## src/rtl/stall_ctrl_pkg.sv

```systemverilog
`default_nettype none
// ============================================================================
// Module      : stall_ctrl_pkg
// Description : Shared constants and types for the pipeline stall controller
//               and its memory-port arbiter: boolean constants, a zero word,
//               arbiter state encodings and the per-stage stall vector.
// Revision    : 1.0 - initial release
// ============================================================================
package stall_ctrl_pkg;

  localparam logic        TRUE      = 1'b1;
  localparam logic        FALSE     = 1'b0;
  localparam logic [31:0] ZERO_WORD = 32'h0000_0000;

  // Arbiter state encodings (2 bits)
  localparam int ARB_W = 2;
  typedef logic [ARB_W-1:0] arb_state_t;

  localparam arb_state_t ARB_IDLE = 2'd0;
  localparam arb_state_t ARB_IF   = 2'd1;
  localparam arb_state_t ARB_MEM  = 2'd2;

  // One hold bit per pipeline register, front of the pipe first
  typedef struct packed {
    logic pc;
    logic if_id;
    logic id_ex;
    logic ex_mem;
    logic mem_wb;
  } stall_vec_t;

  localparam stall_vec_t STALL_NONE = 5'b00000;
  localparam stall_vec_t STALL_ALL  = 5'b11111;

endpackage : stall_ctrl_pkg
`default_nettype wire

```

## src/rtl/stall_ctrl_if.sv

```systemverilog
`default_nettype none
// ============================================================================
// Module      : stall_ctrl_if
// Description : Bundle between the 5-stage pipeline / memory port and the
//               stall controller.
//   master : pipeline side; drives rdy, request/done and hazard inputs,
//            receives grants, stalls, flushes, fetch_drop and perf counters.
//   slave  : stall controller side (mirror image).
// Revision    : 1.0 - initial release
// ============================================================================
interface stall_ctrl_if #(
  parameter int PERF_W = 32
) ();

  // Pipeline -> controller
  logic rdy;
  logic if_req;
  logic if_done;
  logic mem_req;
  logic mem_done;
  logic id_load_use;
  logic id_ex_rdy;
  logic ex_jump;

  // Controller -> pipeline
  logic if_grant;
  logic mem_grant;
  logic fetch_drop;
  logic pc_stall;
  logic if_id_stall;
  logic id_ex_stall;
  logic ex_mem_stall;
  logic mem_wb_stall;
  logic if_id_flush;
  logic id_ex_flush;
  logic [PERF_W-1:0] perf_mem_stall;
  logic [PERF_W-1:0] perf_bubble;
  logic [PERF_W-1:0] perf_flush;

  modport master (
    output rdy, if_req, if_done, mem_req, mem_done,
           id_load_use, id_ex_rdy, ex_jump,
    input  if_grant, mem_grant, fetch_drop,
           pc_stall, if_id_stall, id_ex_stall, ex_mem_stall, mem_wb_stall,
           if_id_flush, id_ex_flush,
           perf_mem_stall, perf_bubble, perf_flush
  );

  modport slave (
    input  rdy, if_req, if_done, mem_req, mem_done,
           id_load_use, id_ex_rdy, ex_jump,
    output if_grant, mem_grant, fetch_drop,
           pc_stall, if_id_stall, id_ex_stall, ex_mem_stall, mem_wb_stall,
           if_id_flush, id_ex_flush,
           perf_mem_stall, perf_bubble, perf_flush
  );

endinterface : stall_ctrl_if
`default_nettype wire

```

## src/rtl/stall_ctrl_mem_port_arb.sv

```systemverilog
`default_nettype none
// ============================================================================
// Module      : stall_ctrl_mem_port_arb
// Description : Arbiter for the single memory port shared by IF fetches and
//               MEM loads/stores. MEM wins when both start together; an
//               in-flight access always runs to completion. Also tracks a
//               fetch that was made stale by a redirect so its returning
//               word can be discarded.
// Ports       :
//   clk, rst_n   clock, asynchronous active-low reset
//   rdy          global ready; low freezes all state
//   if_req/done  fetch request / fetch data returning this cycle
//   mem_req/done load-store request / load-store completing this cycle
//   jump_flush   redirect being taken this cycle (already qualified)
//   state        current arbiter state
//   if_grant     port owned by IF
//   mem_grant    port owned by MEM
//   fetch_drop   discard the fetch word returning this cycle
// Revision    : 1.0 - initial release
// ============================================================================
module stall_ctrl_mem_port_arb
  import stall_ctrl_pkg::*;
(
  input  logic       clk,
  input  logic       rst_n,
  input  logic       rdy,
  input  logic       if_req,
  input  logic       if_done,
  input  logic       mem_req,
  input  logic       mem_done,
  input  logic       jump_flush,
  output arb_state_t state,
  output logic       if_grant,
  output logic       mem_grant,
  output logic       fetch_drop
);

  arb_state_t r_state;
  arb_state_t w_state_nxt;
  logic       r_drop;

  // State register
  always_ff @(posedge clk or negedge rst_n) begin
    if (!rst_n) begin
      r_state <= ARB_IDLE;
    end else if (rdy) begin
      r_state <= w_state_nxt;
    end
  end

  // Next-state logic
  always_comb begin
    w_state_nxt = r_state;
    case (r_state)
      ARB_IDLE: begin
        if (mem_req)     w_state_nxt = ARB_MEM;
        else if (if_req) w_state_nxt = ARB_IF;
      end
      ARB_IF: begin
        if (if_done) begin
          if (mem_req)     w_state_nxt = ARB_MEM;
          else if (if_req) w_state_nxt = ARB_IF;
          else             w_state_nxt = ARB_IDLE;
        end
      end
      ARB_MEM: begin
        if (mem_done) begin
          if (if_req) w_state_nxt = ARB_IF;
          else        w_state_nxt = ARB_IDLE;
        end
      end
      default: w_state_nxt = ARB_IDLE;
    endcase
  end

  // Output decode: grants come straight from the state flops
  always_comb begin
    state      = r_state;
    if_grant   = (r_state == ARB_IF);
    mem_grant  = (r_state == ARB_MEM);
    // A redirect taken on the returning cycle also makes that word stale
    fetch_drop = rdy && (r_state == ARB_IF) && if_done && (r_drop || jump_flush);
  end

  // Remembers a redirect that happened while a fetch was still outstanding;
  // cleared as soon as that fetch returns.
  always_ff @(posedge clk or negedge rst_n) begin
    if (!rst_n) begin
      r_drop <= FALSE;
    end else if (rdy && (r_state == ARB_IF)) begin
      if (if_done)         r_drop <= FALSE;
      else if (jump_flush) r_drop <= TRUE;
    end
  end

endmodule : stall_ctrl_mem_port_arb
`default_nettype wire

```

## src/rtl/stall_ctrl.sv

```systemverilog
`default_nettype none
// ============================================================================
// Module      : stall_ctrl
// Description : Hold/flush generator for the 5-stage RV32I pipeline. Combines
//               memory wait, load-use hazard and EX redirect into per-stage
//               stall and flush strobes, and owns the memory-port arbiter.
//               A stalled stage register keeps its contents and presents a
//               bubble downstream.
// Config      : `define STALL_PERF_EN to build three saturating performance
//               counters; otherwise the perf_* outputs are constant zero.
// Ports       :
//   clk    system clock
//   rst_n  asynchronous active-low reset
//   bus    stall_ctrl_if.slave (requests, hazards, grants, stalls, flushes,
//          fetch_drop, perf counters)
// Revision    : 1.0 - initial release
// ============================================================================
module stall_ctrl
  import stall_ctrl_pkg::*;
#(
  parameter int PERF_W = 32
) (
  input  logic         clk,
  input  logic         rst_n,
  stall_ctrl_if.slave  bus
);

  arb_state_t w_state;
  logic       w_mem_hold;
  logic       w_fetch_wait;
  logic       w_jump;
  logic       w_lu_cond;
  logic       w_load_use;
  logic       w_flush;
  logic       r_lu_issued;
  stall_vec_t w_stall;

  stall_ctrl_mem_port_arb u_arb (
    .clk        (clk),
    .rst_n      (rst_n),
    .rdy        (bus.rdy),
    .if_req     (bus.if_req),
    .if_done    (bus.if_done),
    .mem_req    (bus.mem_req),
    .mem_done   (bus.mem_done),
    .jump_flush (w_flush),
    .state      (w_state),
    .if_grant   (bus.if_grant),
    .mem_grant  (bus.mem_grant),
    .fetch_drop (bus.fetch_drop)
  );

  // Hazard sources. The back of the pipe is frozen while a load/store waits,
  // so a jump in EX is only acted on once EX can advance.
  always_comb begin
    w_mem_hold   = bus.mem_req && !((w_state == ARB_MEM) && bus.mem_done);
    w_fetch_wait = bus.if_req  && !((w_state == ARB_IF)  && bus.if_done);
    w_jump       = bus.ex_jump && bus.id_ex_rdy && !w_mem_hold;
    w_lu_cond    = bus.id_load_use && bus.id_ex_rdy;
    // Only one bubble per hazard: once issued, the still-asserted condition
    // from the held instruction is ignored. A redirect wins over the bubble.
    w_load_use   = w_lu_cond && !w_mem_hold && !w_jump && !r_lu_issued;
    w_flush      = rst_n && bus.rdy && w_jump;
  end

  // Stays set while the hazard that already produced its bubble persists
  always_ff @(posedge clk or negedge rst_n) begin
    if (!rst_n) begin
      r_lu_issued <= FALSE;
    end else if (bus.rdy) begin
      r_lu_issued <= w_lu_cond && (r_lu_issued || w_load_use);
    end
  end

  // Per-stage holds. Outputs are forced low while reset is asserted so the
  // pipeline sees a quiet controller regardless of its inputs.
  always_comb begin
    w_stall = STALL_NONE;
    if (!rst_n) begin
      w_stall = STALL_NONE;
    end else if (!bus.rdy || w_mem_hold) begin
      w_stall = STALL_ALL;
    end else begin
      // On a redirect the PC must load the target, so fetch waits do not hold it
      w_stall.pc    = !w_jump && (w_fetch_wait || w_load_use);
      w_stall.if_id = !w_jump && (w_fetch_wait || w_load_use);
      w_stall.id_ex = w_load_use;
    end
  end

  assign bus.pc_stall     = w_stall.pc;
  assign bus.if_id_stall  = w_stall.if_id;
  assign bus.id_ex_stall  = w_stall.id_ex;
  assign bus.ex_mem_stall = w_stall.ex_mem;
  assign bus.mem_wb_stall = w_stall.mem_wb;
  assign bus.if_id_flush  = w_flush;
  assign bus.id_ex_flush  = w_flush;

`ifdef STALL_PERF_EN
  localparam logic [PERF_W-1:0] PERF_ONE = {{(PERF_W-1){1'b0}}, 1'b1};

  logic [PERF_W-1:0] r_perf_mem_stall;
  logic [PERF_W-1:0] r_perf_bubble;
  logic [PERF_W-1:0] r_perf_flush;

  // Saturating event counters, frozen together with the rest of the state
  always_ff @(posedge clk or negedge rst_n) begin
    if (!rst_n) begin
      r_perf_mem_stall <= '0;
      r_perf_bubble    <= '0;
      r_perf_flush     <= '0;
    end else if (bus.rdy) begin
      if (w_mem_hold && (r_perf_mem_stall != '1))
        r_perf_mem_stall <= r_perf_mem_stall + PERF_ONE;
      if (w_load_use && (r_perf_bubble != '1))
        r_perf_bubble <= r_perf_bubble + PERF_ONE;
      if (w_jump && (r_perf_flush != '1))
        r_perf_flush <= r_perf_flush + PERF_ONE;
    end
  end

  assign bus.perf_mem_stall = r_perf_mem_stall;
  assign bus.perf_bubble    = r_perf_bubble;
  assign bus.perf_flush     = r_perf_flush;
`else
  assign bus.perf_mem_stall = {PERF_W{1'b0}};
  assign bus.perf_bubble    = {PERF_W{1'b0}};
  assign bus.perf_flush     = {PERF_W{1'b0}};
`endif

endmodule : stall_ctrl
`default_nettype wire

```

## src/flat_wrapper.sv

```systemverilog
// flat-port wrapper written by rule: the top's interface ports become plain ports
module stall_ctrl_flat import stall_ctrl_pkg::*;
#(
  parameter int PERF_W = 32
)
  (clk, rst_n, bus_rdy, bus_if_req, bus_if_done, bus_mem_req, bus_mem_done, bus_id_load_use, bus_id_ex_rdy, bus_ex_jump, bus_if_grant, bus_mem_grant, bus_fetch_drop, bus_pc_stall, bus_if_id_stall, bus_id_ex_stall, bus_ex_mem_stall, bus_mem_wb_stall, bus_if_id_flush, bus_id_ex_flush, bus_perf_mem_stall, bus_perf_bubble, bus_perf_flush);
  stall_ctrl_if #(.PERF_W(PERF_W)) bus_i ();
  input  logic clk;
  input  logic rst_n;
  input wire logic [$bits(bus_i.rdy)-1:0] bus_rdy;
  input wire logic [$bits(bus_i.if_req)-1:0] bus_if_req;
  input wire logic [$bits(bus_i.if_done)-1:0] bus_if_done;
  input wire logic [$bits(bus_i.mem_req)-1:0] bus_mem_req;
  input wire logic [$bits(bus_i.mem_done)-1:0] bus_mem_done;
  input wire logic [$bits(bus_i.id_load_use)-1:0] bus_id_load_use;
  input wire logic [$bits(bus_i.id_ex_rdy)-1:0] bus_id_ex_rdy;
  input wire logic [$bits(bus_i.ex_jump)-1:0] bus_ex_jump;
  output wire logic [$bits(bus_i.if_grant)-1:0] bus_if_grant;
  output wire logic [$bits(bus_i.mem_grant)-1:0] bus_mem_grant;
  output wire logic [$bits(bus_i.fetch_drop)-1:0] bus_fetch_drop;
  output wire logic [$bits(bus_i.pc_stall)-1:0] bus_pc_stall;
  output wire logic [$bits(bus_i.if_id_stall)-1:0] bus_if_id_stall;
  output wire logic [$bits(bus_i.id_ex_stall)-1:0] bus_id_ex_stall;
  output wire logic [$bits(bus_i.ex_mem_stall)-1:0] bus_ex_mem_stall;
  output wire logic [$bits(bus_i.mem_wb_stall)-1:0] bus_mem_wb_stall;
  output wire logic [$bits(bus_i.if_id_flush)-1:0] bus_if_id_flush;
  output wire logic [$bits(bus_i.id_ex_flush)-1:0] bus_id_ex_flush;
  output wire logic [$bits(bus_i.perf_mem_stall)-1:0] bus_perf_mem_stall;
  output wire logic [$bits(bus_i.perf_bubble)-1:0] bus_perf_bubble;
  output wire logic [$bits(bus_i.perf_flush)-1:0] bus_perf_flush;
  assign bus_i.rdy = bus_rdy;
  assign bus_i.if_req = bus_if_req;
  assign bus_i.if_done = bus_if_done;
  assign bus_i.mem_req = bus_mem_req;
  assign bus_i.mem_done = bus_mem_done;
  assign bus_i.id_load_use = bus_id_load_use;
  assign bus_i.id_ex_rdy = bus_id_ex_rdy;
  assign bus_i.ex_jump = bus_ex_jump;
  assign bus_if_grant = bus_i.if_grant;
  assign bus_mem_grant = bus_i.mem_grant;
  assign bus_fetch_drop = bus_i.fetch_drop;
  assign bus_pc_stall = bus_i.pc_stall;
  assign bus_if_id_stall = bus_i.if_id_stall;
  assign bus_id_ex_stall = bus_i.id_ex_stall;
  assign bus_ex_mem_stall = bus_i.ex_mem_stall;
  assign bus_mem_wb_stall = bus_i.mem_wb_stall;
  assign bus_if_id_flush = bus_i.if_id_flush;
  assign bus_id_ex_flush = bus_i.id_ex_flush;
  assign bus_perf_mem_stall = bus_i.perf_mem_stall;
  assign bus_perf_bubble = bus_i.perf_bubble;
  assign bus_perf_flush = bus_i.perf_flush;
  stall_ctrl #(.PERF_W(PERF_W)) u_core (.clk(clk), .rst_n(rst_n), .bus(bus_i));
endmodule
```

## config.mk

```make
export PLATFORM = sky130hd
export DESIGN_NAME = stall_ctrl_flat
export DESIGN_NICKNAME = d
export VERILOG_FILES = /design/src/rtl/stall_ctrl_pkg.sv /design/src/rtl/stall_ctrl_if.sv /design/src/rtl/stall_ctrl_mem_port_arb.sv /design/src/rtl/stall_ctrl.sv /design/src/flat_wrapper.sv
export SDC_FILE = /design/constraint.sdc
export NUM_CORES = 1
export LEC_CHECK = 0
export CORE_UTILIZATION = 31
export CTS_CLUSTER_DIAMETER = 50
export DETAILED_ROUTE_END_ITERATION = 8
export HOLD_SLACK_MARGIN = 0.06
export PLACE_DENSITY = 0.95
export SLEW_MARGIN = 20
export SYNTH_ARGS = -nofsm -noshare
export SYNTH_HDL_FRONTEND = slang
export SYNTH_HIERARCHICAL = 1
export SYNTH_SLANG_ARGS = --single-unit
export TNS_END_PERCENT = 20
```

## constraint.sdc

```tcl
create_clock -name clk -period 2.4 [get_ports clk]
set_input_delay 0.24 -clock clk [delete_from_list [all_inputs] [get_ports clk]]
set_output_delay 0.24 -clock clk [all_outputs]
set_load 0.1 [all_outputs]
```

==> results of run 1 <==
## layout by cell type (no fill, tap or decap)
master,netlist,routed
a2111o_1,1,1
a211oi_1,1,1
a21boi_4,1,1
a21oi_1,2,2
a21oi_2,1,1
a31oi_1,2,2
and2b_1,1,1
and4_1,1,1
buf_12,0,8
buf_4,99,4
clkbuf_4,0,3
clkdlybuf4s50_1,0,9
conb_1,1,96
dfrtp_1,4,4
inv_1,3,3
inv_2,1,1
nand2_1,6,6
nand3b_1,2,2
nand3b_4,1,1
nand4_1,1,1
nor2_1,3,2
nor2_2,0,1
nor2b_1,2,2
o2111a_2,0,1
o21a_1,1,1
o21ai_0,1,1
o221ai_2,1,1
o22ai_1,1,1
or3_4,1,1
## worst paths after layout
| path | startpoint | endpoint | slack [ps] | cells past startpoint |
|---|---|---|---|---|
| worst max register to register | u_core/u_arb/state[0] | u_core/u_arb/r_drop | 790 | 6 |
| worst max-delay path | bus_mem_done | bus_fetch_drop | 350 | 6 |
| worst min-delay path | rst_n | u_core/u_arb/state[1] | 250 | 1 |
| worst min register to register | u_core/r_lu_issued | u_core/r_lu_issued | 520 | 1 |
| max in group asynchronous | rst_n | u_core/u_arb/state[0] | 1930 | 1 |
| min in group clk | u_core/r_lu_issued | u_core/r_lu_issued | 520 | 1 |
## per-stage QoR
| step | setup TNS [ps] | area (sq um) |
|---|---|---|
| floorplan | -237 | 1450 |
| global placement | 0 | 1050 |
| detailed placement | 0 | 1050 |
| CTS | 0 | 1070 |
| global route | 0 | 1070 |
| finish | 0 | 1070 |
## critical path: stages
cell and delay, ps:
clkdlybuf4s50_1 550, nand3b_4 100, a21boi_4 250, and4_1 250
o2111a_2 240, buf_12 170
## state kept, by name (all words and copies together) (netlist names)
register and flops:
u_core/u_arb/r_drop 1, u_core/r_lu_issued 1, u_core/u_arb/state 2
## kinds of logic (layout without fill, tap and decap cells)
logic type / count (synthesis) / after routing
AO/OA/AOI/OAI: 13 / 13
buffers and inverters: 103 / 28
flip-flops: 4 / 4
other: 1 / 96
AND/OR/NAND/NOR: 18 / 18
## area by class of cell
type | count | area share, %
clock buffers | 3 | 2.11
inverters | 4 | 1.41
multi-input cells | 127 | 55.5
flip-flops and latches | 4 | 9.37
well taps | 46 | 5.39
repair buffers | 21 | 26.2
## power breakdown
part | switching [mW] | total (mW) | leakage [nW] | internal, mW
logic | 0.868 | 0.976 | 0.547 | 0.108
clock network | 0.0263 | 0.0821 | 0.0138 | 0.0558
registers | 0.0293 | 0.114 | 0.0526 | 0.0843
total | 0.924 | 1.17 | 0.613 | 0.248
## metal layers
layer  share of wire (%)  GRT usage [%]  vias up
li1                    -              -      291
met1                  36           7.22      284
met5                   0              0        -
met3                  15          0.420        2
met2                  48           12.0       69
met4                 1.2           2.92        0
==> flow_metrics.py, run 1 <==
metrics = {
    "run_status": {
        "run_status": "complete, no violations",
    },
    "logic_synthesis": {
        "synth_edf_count": 0,
        "synthAdderAreaFrac_pct": 0,
        "netlist_instances": 139,
        "synth_mux_area_share_pct": 0,
        "synth_top_area_share_pct": 68.1,
        "synthesis.area_sq_um": 1090,
        "synth_compound_area_share_pct": 10.4,
        "synthTopCellsByCount": "buf_4 (99), nand2_1 (6), dfrtp_1 (4)",
        "synth_top_area_cell": "buf_4",
        "synth_top_family_by_area": "buffers and inverters",
        "synth_area_per_cell_sq_um": 7.85,
        "post_synth_num_cell_types": 25,
        "synthTopCellsByArea": "buf_4 (68%), dfrtp_1 (9.2%), nand2_1 (2.1%)",
        "synth_ff_type": "dfrtp_1",
        "synth_seq_cells": 4,
        "yosys_warnings": 6,
        "synth_simple_gate_area_share_pct": 10.6,
        "ys_seq_area_share_pct": 9.17,
        "synthArstFlopShare_pct": 100,
        "synth_most_common_cell": "buf_4",
        "synth-xor-area-share_pct": 0,
    },
    "finish": {
        "instances_no_fill": 205,
        "regArea_sq_um": 100,
        "fillers": 390,
        "utilization_pct": 31.8,
        "final_nets": 171,
        "drive_gt1_share_pct": 14.5,
        "area_delta_synth_final_pct": -2.06,
        "antenna_cells": 0,
        "multi_input_area_sq_um": 593,
    },
    "floorplan": {
        "die_y_microns": 61.3,
        "initial_core_util_pct": 32.4,
        "dieArea_sq_um": 3760,
        "dieWidth_microns": 61.3,
        "io_pins": 116,
        "placementRows": 21,
        "core-area_sq_um": 3360,
    },
    "worst_setup_path": {
        "cp-start-kind": "input pin",
        "endpoint_kind": "output port",
        "cp_data_arrival_time_ps": 1810,
        "cp_data_required_time_ps": 2160,
        "cp_max_fo": 5,
        "critPathKind": "input pin to output port",
    },
    "pwr": {
        "power.total_mw": 1.17,
        "irDropWorstVdd_v": 0.000423,
        "power_leakage_nw": 0.613,
        "powerDensity_nw_per_um2": 1100,
    },
    "placed_design": {
        "place_ws_ps": 336,
        "portBuffers": 19,
        "gp_congestion": 0.798,
        "hpwl_microns": 1250,
        "dp.cells": 202,
    },
    "timing": {
        "setup_slack_ps": 347,
        "finalCritPeriodShare_pct": 85.5,
        "slew_viol_final": 0,
        "period_needed_ps": 2050,
        "hold_viol_final": 0,
        "hold_ws_ps": 254,
        "grt_setup_unrepaired": "no",
        "fin_skew_ps": 0.265,
        "setup_violations": 0,
        "fmax_mhz": 487,
    },
    "drt": {
        "drtIter0Drc": 17,
        "vias": 646,
        "wl_microns": 1380,
        "ant_nets": 0,
        "dr.pass1.iters": 6,
        "routedWlPerCell_microns": 6.72,
        "detail_route.vias_per_cell": 3.15,
        "remaining_drc_errors": 0,
    },
    "global_routing": {
        "grt_antenna_before_repair": 0,
        "grt_pass1_vias": 430,
        "grt_overflow": 0,
        "grt_usage_pct": 6.34,
        "grt_max_degree": 10,
        "grt_pass1_wl_microns": 1800,
    },
    "clocking": {
        "clockBufferDepth": 2,
        "post_cts_buffers": 0,
        "htree_levels": 1,
        "clk_pin_slew_ps": 40,
        "clockRootBuffer": "clkbuf_4",
        "cts_tree": "done",
        "cts_hold_buf": 0,
        "cts_buffers": 3,
        "cts_resized": 0,
        "cts_sinks": 4,
        "insertion_delay_ps": 230,
    },
    "worst_hold_path": {
        "hold_path_class": "input pin to async pin",
    },
    "run": {
        "max_cap_violations": 0,
    },
}
Note: power is estimated with default switching activity, not from simulation.
==> run 2, diff against run 1 <==
--- a/config.mk
+++ b/config.mk
@@ -8,6 +8,7 @@
 export CORE_UTILIZATION = 31
 export CTS_CLUSTER_DIAMETER = 50
 export DETAILED_ROUTE_END_ITERATION = 8
+export GPL_ROUTABILITY_DRIVEN = 0
 export HOLD_SLACK_MARGIN = 0.06
 export PLACE_DENSITY = 0.95
 export SLEW_MARGIN = 20
@@ -15,4 +16,4 @@
 export SYNTH_HDL_FRONTEND = slang
 export SYNTH_HIERARCHICAL = 1
 export SYNTH_SLANG_ARGS = --single-unit
-export TNS_END_PERCENT = 20
+export TNS_END_PERCENT = 1
==> results of run 2 <==
Same layout as run 1: the final DEF is identical, and so are final timing and power.
==> variant, RTL diff (settings of run 2) <==
`PERF_W` is set to 32 in 3 places; all go to 16.
--- a/src/rtl/stall_ctrl_if.sv
+++ b/src/rtl/stall_ctrl_if.sv
@@ -9,7 +9,7 @@
 // Revision    : 1.0 - initial release
 // ============================================================================
 interface stall_ctrl_if #(
-  parameter int PERF_W = 32
+  parameter int PERF_W = 16
 ) ();
 
   // Pipeline -> controller
--- a/src/rtl/stall_ctrl.sv
+++ b/src/rtl/stall_ctrl.sv
@@ -18,7 +18,7 @@
 module stall_ctrl
   import stall_ctrl_pkg::*;
 #(
-  parameter int PERF_W = 32
+  parameter int PERF_W = 16
 ) (
   input  logic         clk,
   input  logic         rst_n,
--- a/src/flat_wrapper.sv
+++ b/src/flat_wrapper.sv
@@ -1,7 +1,7 @@
 // flat-port wrapper written by rule: the top's interface ports become plain ports
 module stall_ctrl_flat import stall_ctrl_pkg::*;
 #(
-  parameter int PERF_W = 32
+  parameter int PERF_W = 16
 )
   (clk, rst_n, bus_rdy, bus_if_req, bus_if_done, bus_mem_req, bus_mem_done, bus_id_load_use, bus_id_ex_rdy, bus_ex_jump, bus_if_grant, bus_mem_grant, bus_fetch_drop, bus_pc_stall, bus_if_id_stall, bus_id_ex_stall, bus_ex_mem_stall, bus_mem_wb_stall, bus_if_id_flush, bus_id_ex_flush, bus_perf_mem_stall, bus_perf_bubble, bus_perf_flush);
   stall_ctrl_if #(.PERF_W(PERF_W)) bus_i ();
Interface: changed (resized bus_perf_bubble, bus_perf_flush and bus_perf_mem_stall); port bits go from 116 to 68. No check against the original RTL was run, so the function may have changed too.
==> variant against run 2 <==
  * Critical path type unchanged
  * Cell area is 19% lower
  * Setup slack improved by 6.8 ps
  * Area after synthesis shrank 33%
  * Largest power group unchanged
  * Power fell by 27%
  * Routed wire length decreased by 13%
  * Sequential cell count is the same
  * Maximum frequency up 0.33%
==> variant: results (changes against run 2) <==
<table>
<tr><th>Metric</th><th>Value</th></tr>
<tr><th colspan="2">Synth</th></tr>
<tr><td>Synthesized area divided by synthesized cell count</td><td>8.03 um^2 (+2.3%)</td></tr>
<tr><td>Post-synthesis sequential area ratio</td><td>0.137 (+0.0452)</td></tr>
<tr><td>Fraction of the mapped netlist area in compound gates</td><td>0.156 (+0.0515)</td></tr>
<tr><td>Area share of xor/xnor cells in the synthesized design</td><td>0 (unchanged)</td></tr>
<tr><td>Most common library cells after synthesis</td><td>51 x sky130_fd_sc_hd__buf_4, 6 x sky130_fd_sc_hd__nand2_1, 4 x sky130_fd_sc_hd__dfrtp_1, 3 x sky130_fd_sc_hd__inv_1, 3 x sky130_fd_sc_hd__nor2_1</td></tr>
<tr><th colspan="2">Clocking</th></tr>
<tr><td>Post-cts resize count</td><td>0 (unchanged)</td></tr>
<tr><td>Maximum root-to-sink buffer count</td><td>2 (unchanged)</td></tr>
<tr><th colspan="2">Critical path</th></tr>
<tr><td>Worst setup slack for register-to-register paths</td><td>820 ps (+30 ps)</td></tr>
<tr><th colspan="2">Placement</th></tr>
<tr><td>Dpl cell area</td><td>843 um^2 (-19%)</td></tr>
<tr><td>Worst slack at placement</td><td>351 ps (+15.2 ps)</td></tr>
<tr><td>Estimated wirelength of the detail-placed design</td><td>1030 um (-18%)</td></tr>
<tr><th colspan="2">Cells and area</th></tr>
<tr><td>Post-route non-filler standard cell count</td><td>139 (-32%)</td></tr>
<tr><td>Fraction of layout instances using a drive strength above 1</td><td>0.207 (+0.0626)</td></tr>
<tr><td>Final Net Count</td><td>123 (-28%)</td></tr>
<tr><th colspan="2">Run status</th></tr>
<tr><td>Run status</td><td>finished, final reports clean</td></tr>
<tr><th colspan="2">Routing</th></tr>
<tr><td>Post-detailed-route wirelength per cell</td><td>8.59 um (+28%)</td></tr>
<tr><td>Violation count after the first detailed-route iteration</td><td>2 (-15)</td></tr>
<tr><td>Total via count after detailed routing</td><td>502 (-22%)</td></tr>
<tr><td>1st-pass router iterations</td><td>4 (-2)</td></tr>
<tr><th colspan="2">Pwr</th></tr>
<tr><td>Power Total</td><td>0.853 mW (-27%)</td></tr>
<tr><td>Max IR drop VDD</td><td>0.000412 V (-2.5%)</td></tr>
<tr><td>Lkg Pwr</td><td>0.458 nW (-25%)</td></tr>
<tr><td>Sequential cell fraction of total power</td><td>0.132 (+0.035)</td></tr>
<tr><td>Internal power summed over all cells</td><td>0.248 mW (+0.16%)</td></tr>
<tr><td>Logic power comb</td><td>0.651 mW (-33%)</td></tr>
<tr><th colspan="2">Global route</th></tr>
<tr><td>GRT Util Overall</td><td>0.102 (+0.0386)</td></tr>
<tr><td>Wire length of the first global-routing pass</td><td>1860 um (+3.1%)</td></tr>
<tr><td>Via count of the first global-routing pass</td><td>407 (-5.3%)</td></tr>
<tr><th colspan="2">Timing</th></tr>
<tr><td>Clock Skew</td><td>1.11 ps (+0.847 ps)</td></tr>
<tr><td>Smallest hold slack</td><td>253 ps (-0.572 ps)</td></tr>
<tr><td>Final worst-path cycle share</td><td>0.852 (-0.00284)</td></tr>
</table>
-- variant: changes by cell type in the layout (fill, tap and decap cells not counted) --
| cell | before | now |
|---|---|---|
| sky130_fd_sc_hd__conb_1 | 96 | 48 |
-- variant: routing by layer --
layer / wire length (um) / share of wire / GRT usage
met1: 434 / 0.36 / 0.114
met2: 631 / 0.53 / 0.169
met3: 103 / 0.086 / 0.0242
met4: 25 / 0.021 / 0.0694
met5: 0 / 0 / 0
-- variant: layout make-up --
type | instances | area [um^2]
Timing Repair Buffer | 21 | 280
Inverter | 4 | 15.0
Tap cell | 28 | 35.0
Clock buffer | 3 | 22.5
Fill cell | 230 | 1350
Sequential cell | 4 | 100
Multi-Input combinational cell | 79 | 413
-- variant: critical path: cells and delay by family --
| kind | cells | cell delay [ps] |
|---|---|---|
| AND/OR/NAND/NOR | 2 | 350 |
| AO/OA/AOI/OAI | 2 | 490 |
| buffers and inverters | 2 | 730 |
